[config.mk]
export PLATFORM = sky130hd
export DESIGN_NAME = spi_regfile
export DESIGN_NICKNAME = d
export VERILOG_FILES = /design/src/rtl/spi_regfile_pkg.sv /design/src/rtl/spi_sync.sv /design/src/rtl/spi_regfile.sv
export SDC_FILE = /design/constraint.sdc
export NUM_CORES = 1
export LEC_CHECK = 0
export ABC_CLOCK_PERIOD_IN_PS = 1810
export CAP_MARGIN = 15
export CORE_ASPECT_RATIO = 0.75
export CORE_MARGIN = 2
export CORE_UTILIZATION = 36
export CTS_CLUSTER_DIAMETER = 80
export CTS_CLUSTER_SIZE = 8
export DETAILED_ROUTE_END_ITERATION = 12
export PLACE_DENSITY = 0.57
export SYNTH_ARGS = -nofsm -noshare
export SYNTH_HDL_FRONTEND = slang
export SYNTH_SLANG_ARGS = --single-unit
export TNS_END_PERCENT = 30
[constraint.sdc]
create_clock -name clk -period 1.81 [get_ports clk]
set_input_delay 0.362 -clock clk [delete_from_list [all_inputs] [get_ports clk]]
set_output_delay 0.362 -clock clk [all_outputs]
set_load 0.02 [all_outputs]
[src/rtl/spi_regfile_pkg.sv]
// rtl/spi_regfile_pkg.sv - shared types and constants for the SPI register file
// Contents: FSM state enum, R/W bit encodings, frame width helper.
package spi_regfile_pkg;

  typedef enum logic [1:0] {
    IDLE   = 2'd0,
    SHIFT  = 2'd1,
    COMMIT = 2'd2
  } state_e;

  localparam logic SPI_RW_WRITE = 1'b1;
  localparam logic SPI_RW_READ  = 1'b0;

  // Frame = R/W bit + address field + data field, MSB first.
  function automatic int frame_w(input int addr_w, input int data_w);
    return 1 + addr_w + data_w;
  endfunction

endpackage

[src/rtl/spi_sync.sv]
// rtl/spi_sync.sv - two-flop synchroniser for one asynchronous input
// Ports:
//   clk   in  system clock
//   rst_n in  asynchronous active-low reset, flops load RST_VAL
//   d_i   in  asynchronous input
//   q_o   out synchronised output
module spi_sync #(
  parameter logic RST_VAL = 1'b0
) (
  input  logic clk,
  input  logic rst_n,
  input  logic d_i,
  output logic q_o
);

  logic meta_q;
  logic sync_q;

  always_ff @(posedge clk or negedge rst_n) begin
    if (!rst_n) begin
      meta_q <= RST_VAL;
      sync_q <= RST_VAL;
    end else begin
      meta_q <= d_i;
      sync_q <= meta_q;
    end
  end

  assign q_o = sync_q;

endmodule

[src/rtl/spi_regfile.sv]
// rtl/spi_regfile.sv - SPI mode-0 slave exposing NUM_REGS x DATA_W control registers
// Ports:
//   clk, rst_n  system clock, asynchronous active-low reset
//   sclk, sdi   SPI clock and data in (asynchronous, synchronised here)
//   cs          SPI chip select, active low (asynchronous)
//   sdo         SPI read data out, 0 when not reading
//   regs_o      packed registers, reg k at [k*DATA_W +: DATA_W]
//   wr_pulse    one-clk strobe when a register is written
//   wr_addr     address of the last write
module spi_regfile
  import spi_regfile_pkg::*;
#(
  parameter int NUM_REGS = 5,
  parameter int DATA_W   = 8,
  parameter int ADDR_W   = 7
) (
  input  logic                         clk,
  input  logic                         rst_n,
  input  logic                         sclk,
  input  logic                         sdi,
  input  logic                         cs,
  output logic                         sdo,
  output logic [NUM_REGS*DATA_W-1:0]   regs_o,
  output logic                         wr_pulse,
  output logic [ADDR_W-1:0]            wr_addr
);

  localparam int FRAME_W = frame_w(ADDR_W, DATA_W);
  localparam int CNT_W   = $clog2(FRAME_W + 2);
  localparam int BIT_W   = $clog2(DATA_W + 1);
  localparam logic [CNT_W-1:0] CNT_RD   = CNT_W'(1 + ADDR_W);
  localparam logic [CNT_W-1:0] CNT_FULL = CNT_W'(FRAME_W);
  localparam logic [CNT_W-1:0] CNT_SAT  = CNT_W'(FRAME_W + 1);

  logic sclk_s, sdi_s, cs_s;
  logic sclk_d_q;
  logic sclk_rise, sclk_fall;

  state_e               state_q, state_d;
  logic [FRAME_W-1:0]   shreg_q, shreg_d;
  logic [CNT_W-1:0]     cnt_q, cnt_d;
  logic [DATA_W-1:0]    outreg_q, outreg_d;
  logic [BIT_W-1:0]     bits_q, bits_d;
  logic                 loaded_q, loaded_d;
  logic                 sdo_q, sdo_d;
  logic                 wr_pulse_q, wr_pulse_d;
  logic [ADDR_W-1:0]    wr_addr_q, wr_addr_d;

  logic                 commit_wr;
  logic [ADDR_W-1:0]    commit_addr;
  logic [DATA_W-1:0]    commit_data;
  logic [ADDR_W-1:0]    lookup_addr;
  logic                 lookup_hit;
  logic [DATA_W-1:0]    lookup_data;

  spi_sync #(.RST_VAL(1'b0)) u_sync_sclk (.clk(clk), .rst_n(rst_n), .d_i(sclk), .q_o(sclk_s));
  spi_sync #(.RST_VAL(1'b0)) u_sync_sdi  (.clk(clk), .rst_n(rst_n), .d_i(sdi),  .q_o(sdi_s));
  spi_sync #(.RST_VAL(1'b1)) u_sync_cs   (.clk(clk), .rst_n(rst_n), .d_i(cs),   .q_o(cs_s));

  assign sclk_rise = sclk_s & ~sclk_d_q;
  assign sclk_fall = ~sclk_s & sclk_d_q;

  assign commit_addr = shreg_q[FRAME_W-2 -: ADDR_W];
  assign commit_data = shreg_q[DATA_W-1:0];

  // One register lookup serves both the read preload (address sits in the low
  // bits mid-frame) and the write decode (address field of the complete frame).
  always_comb begin
    lookup_addr = (state_q == COMMIT) ? commit_addr : shreg_q[ADDR_W-1:0];
    lookup_hit  = 1'b0;
    lookup_data = '0;
    for (int k = 0; k < NUM_REGS; k++) begin
      if (lookup_addr == ADDR_W'(k)) begin
        lookup_hit  = 1'b1;
        lookup_data = regs_o[k*DATA_W +: DATA_W];
      end
    end
  end

  always_ff @(posedge clk or negedge rst_n) begin
    if (!rst_n) begin
      sclk_d_q   <= 1'b0;
      state_q    <= IDLE;
      shreg_q    <= '0;
      cnt_q      <= '0;
      outreg_q   <= '0;
      bits_q     <= '0;
      loaded_q   <= 1'b0;
      sdo_q      <= 1'b0;
      wr_pulse_q <= 1'b0;
      wr_addr_q  <= '0;
    end else begin
      sclk_d_q   <= sclk_s;
      state_q    <= state_d;
      shreg_q    <= shreg_d;
      cnt_q      <= cnt_d;
      outreg_q   <= outreg_d;
      bits_q     <= bits_d;
      loaded_q   <= loaded_d;
      sdo_q      <= sdo_d;
      wr_pulse_q <= wr_pulse_d;
      wr_addr_q  <= wr_addr_d;
    end
  end

  always_comb begin
    state_d    = state_q;
    shreg_d    = shreg_q;
    cnt_d      = cnt_q;
    outreg_d   = outreg_q;
    bits_d     = bits_q;
    loaded_d   = loaded_q;
    sdo_d      = sdo_q;
    wr_pulse_d = 1'b0;
    wr_addr_d  = wr_addr_q;
    commit_wr  = 1'b0;
    case (state_q)
      IDLE: begin
        shreg_d  = '0;
        cnt_d    = '0;
        outreg_d = '0;
        bits_d   = '0;
        loaded_d = 1'b0;
        sdo_d    = 1'b0;
        if (!cs_s) state_d = SHIFT;
      end
      SHIFT: begin
        // cs rising wins over any sclk edge seen in the same cycle.
        if (cs_s) begin
          state_d = COMMIT;
        end else begin
          if (sclk_rise) begin
            shreg_d = {shreg_q[FRAME_W-2:0], sdi_s};
            if (cnt_q != CNT_SAT) cnt_d = cnt_q + CNT_W'(1);
          end
          // Header complete: preload read data once; the 8x clock ratio
          // guarantees this lands before the next sclk fall.
          if (cnt_q == CNT_RD && !loaded_q) begin
            loaded_d = 1'b1;
            if (shreg_q[ADDR_W] == SPI_RW_READ) begin
              outreg_d = lookup_data;
              bits_d   = BIT_W'(DATA_W);
            end
          end
          if (sclk_fall) begin
            if (bits_q != '0) begin
              sdo_d    = outreg_q[DATA_W-1];
              outreg_d = outreg_q << 1;
              bits_d   = bits_q - BIT_W'(1);
            end else begin
              sdo_d = 1'b0;
            end
          end
        end
      end
      COMMIT: begin
        if (cnt_q == CNT_FULL && shreg_q[FRAME_W-1] == SPI_RW_WRITE && lookup_hit) begin
          commit_wr  = 1'b1;
          wr_pulse_d = 1'b1;
          wr_addr_d  = commit_addr;
        end
        shreg_d  = '0;
        cnt_d    = '0;
        outreg_d = '0;
        bits_d   = '0;
        loaded_d = 1'b0;
        sdo_d    = 1'b0;
        state_d  = IDLE;
      end
      default: state_d = IDLE;
    endcase
  end

  for (genvar k = 0; k < NUM_REGS; k++) begin : g_reg
    logic [DATA_W-1:0] val_q;
    always_ff @(posedge clk or negedge rst_n) begin
      if (!rst_n) val_q <= '0;
      else if (commit_wr && commit_addr == ADDR_W'(k)) val_q <= commit_data;
    end
    assign regs_o[k*DATA_W +: DATA_W] = val_q;
  end

  assign sdo      = sdo_q;
  assign wr_pulse = wr_pulse_q;
  assign wr_addr  = wr_addr_q;

endmodule

==> summary.md, run 1 <==
| Metric | Value |
|---|---|
| Reg2reg setup slack | -0.11 ns |
| Htree depth | 3 |
| Die X | 130.2 µm |
| Pwr dens | 677.2 nW/µm² |
| Yosys cell types | 55 |
| Setup Skew | 0.005824 ns |
| Yosys top cell area share | 52.40% |
| Gate Count Post-Synth | 380 |
| FF+latch count, synth | 92 |
| Min Tclk post-route | 1.923 ns |
| PnR worst setup slack | -0.1127 ns |
| Initial core utilization | 37.01% |
| Power, Total | 0.004075 W |
| YS warnings | 0 |
| Max-Slew Margin vs Limit | 59.91% |
| WP data required | 2.04 ns |
| Gpl congestion | 0.7987 |
| Worst Tran Pin Value | 0.6007 ns |
| Cell Area, Synth | 4298 µm² |
| First-pass GRT wire length | 18240 µm |
| CTS Buf Count | 9 |
| CP Capture Type | register |
| Synthesized area per cell | 11.31 µm² |
| Dpl hpwl | 7965 µm |
| Die Ht | 98.63 µm |
| Critical path type | reg2reg |
| Clk Latency, worst-skew pair | 0.35 ns |
| Layout cells sized above 1 | 36.11% |
| Initial antenna violation count | 0 |
| Final Core Density | 51.82% |
| Crit path DAT | 2.15 ns |
| Drt wl/cell | 16.60 µm |
| Clk buf depth | 2 |
| Leak | 2.730 nW |
| Iter 0 DRT Violations | 128 |
| Max-cap violations | 0 |
| # rows | 34 |
| Status | finished with violations |
| Commonest cells in the netlist | 90 x dfrtp_1, 48 x nand2_1, 34 x mux2_2, 29 x a21oi_1, 21 x o21ai_0 |
| Fin. Hold Viols | 0 |
| Async set-reset flop share out of synthesis | 100.0% |
| DRC viols | 0 |
| CTS root buf | clkbuf_16 |
| Largest area contributor in the netlist | dfrtp_1 |
| Antenna Diode Count | 0 |
| Max IR drop VDD | 0.3903 mV |
| Max Slew Vio Count | 0 |
| Total Routing Usage GR | 18.47% |
| IO buf count | 53 |
| RSZ-0062 raised after global routing | true |
| Via Count | 3354 |
| Crit Path Max Fanout | 9 |
| Register area share after synthesis | 53.62% |
| Avg Vias per Cell | 5.036 |
| WL final | 11050 µm |
| Worst min path class | reg2reg |
| Top-count cell post-synth | dfrtp_1 |
| CTS tree | done |
| Layout area overhead | 40.03% |
| Failing checks | negative setup slack |
| Clock-pin slew of the registers on the worst-case setup and hold paths | 0.06 ns |
| Antenna viol nets, final | 0 |
| CP Launch Type | register |
| Ranking of synthesized cells by area | dfrtp_1 52%, mux2_2 8.9%, nand2_1 4.2%, a21oi_1 3.4%, mux2_4 3.1% |
| Worst slack at placement | -0.1445 ns |
| Clock sink count | 92 |
| Hold_ws | 0.3499 ns |
| Vias in the first global route | 3450 |
| Total global routing overflow | 0 |
| Die ar. | 12840 µm² |
| Number of synthesized flops with an enable pin | 0 |
| Non-Filler Instances | 666 |
| Largest net degree at the start of global routing | 31 |
| Core area | 11610 µm² |
| Cells after DPL | 640 |
| First-pass iteration count of the detailed router | 4 |
| Io pins | 54 |
| Fmax | 520.1 MHz |
| Final period utilization | 106.2% |
| Nets@finish | 508 |
| Most common flop cell mapped by yosys | dfrtp_1 |
| Final setup violation count | 55 |
| Syn nets | 389 |
## cells by family (layout without fill, tap and decap cells)
group                    after synthesis  in the layout  share of synthesized area (%)
AO/OA/AOI/OAI                         89             89                          13.39
AND/OR/NAND/NOR                      109            109                          13.13
buffers and inverters                 29            153                          3.290
adder cells (fa/ha/maj)                4              4                          1.165
flip-flops                            92             92                          53.62
XOR/XNOR                               3              3                         0.6115
multiplexers                          54             54                          14.79
## worst paths after layout
kind,cells after the start,from,endpoint
setup / recovery,5,shreg_q[14],g_reg[4].val_q[4]
hold / removal,0,u_sync_sdi.meta_q,u_sync_sdi.q_o
setup reg to reg,5,shreg_q[14],g_reg[4].val_q[4]
hold reg to reg,0,u_sync_sdi.meta_q,u_sync_sdi.q_o
max in group asynchronous,3,rst_n,u_sync_cs.meta_q
min in group asynchronous,2,rst_n,outreg_q[1]
## layer usage
layer	vias up	wire length, µm	global-route usage (%)	share of wire (%)
met5	-	0	0	0
met4	0	104	4.301	0.94
met3	10	450	4.723	4.1
met2	60	5113	28.11	46
met1	1683	5385	26.58	49
li1	1601	-	-	-
## critical path, stage by stage (launching register included)
cell and delay, ns:
dfrtp_1 0.38, or3_4 0.41, or2_4 0.26, a2111o_1 0.30
buf_6 0.16, mux2_4 0.30
## through the flow
step	cell area, µm²	TNS, ns
6_report	6018	-3.038
5_1_grt	6018	-7.589
2_1_floorplan	4318	-3.048
4_1_cts	5941	-2.137
3_3_place_gp	5458	-3.183
3_5_place_dp	5458	-4.072
## flip-flops by register name, indices dropped and copies added, names as in the netlist
register and flops:
bits_q 4, u_sync_cs.meta_q 1, cnt_q 5, wr_pulse 1
u_sync_sclk.meta_q 1, u_sync_sdi.q_o 1, state_q 2, u_sync_sdi.meta_q 1
g.val_q 40, wr_addr 7, u_sync_sclk.q_o 1, sdo 1
shreg_q 16, u_sync_cs.q_o 1, sclk_d_q 1, loaded_q 1
outreg_q 8
## report_power, final
group / internal, W / switching, W
sequential: 0.00208 / 0.0000143
combinational: 0.000124 / 0.000158
clock: 0.000924 / 0.000778
## what timing repair did
action,4_1_cts,5_1_grt
setup buffers,7,1
pin swaps,20,9
hold endpoints to repair,21,0
hold buffers,1,0
setup endpoints to repair,60,81
gates resized for setup,50,19
cloned,1,0
## cell usage in the layout (no fill, tap or decap), drive strengths merged, types with 9 or more instances in the layout
master	n
nor2	14
clkbuf	11
dfrtp	90
mux2	43
inv	9
o21ai	23
nand2	48
buf	75
a21oi	29
clkdlybuf4s50	52
mux2i	11
## area by class of cell
class | count | area (µm²)
multi-input cells | 259 | 2033
clock buffers | 11 | 232.7
well taps | 162 | 202.7
inverters | 9 | 33.78
flip-flops and latches | 92 | 2306
fillers | 1044 | 5595
clock inverters | 5 | 28.78
repair buffers | 128 | 1181
No activity file was read; power rests on OpenSTA's default activity.
==> run 2: changes to the inputs <==
--- a/config.mk
+++ b/config.mk
@@ -14,6 +14,7 @@
 export CTS_CLUSTER_SIZE = 8
 export DETAILED_ROUTE_END_ITERATION = 12
 export PLACE_DENSITY = 0.57
+export SLEW_MARGIN = 20
 export SYNTH_ARGS = -nofsm -noshare
 export SYNTH_HDL_FRONTEND = slang
 export SYNTH_SLANG_ARGS = --single-unit
==> results of run 2 <==
Same layout as run 1: the final DEF is identical, and so are final timing and power.
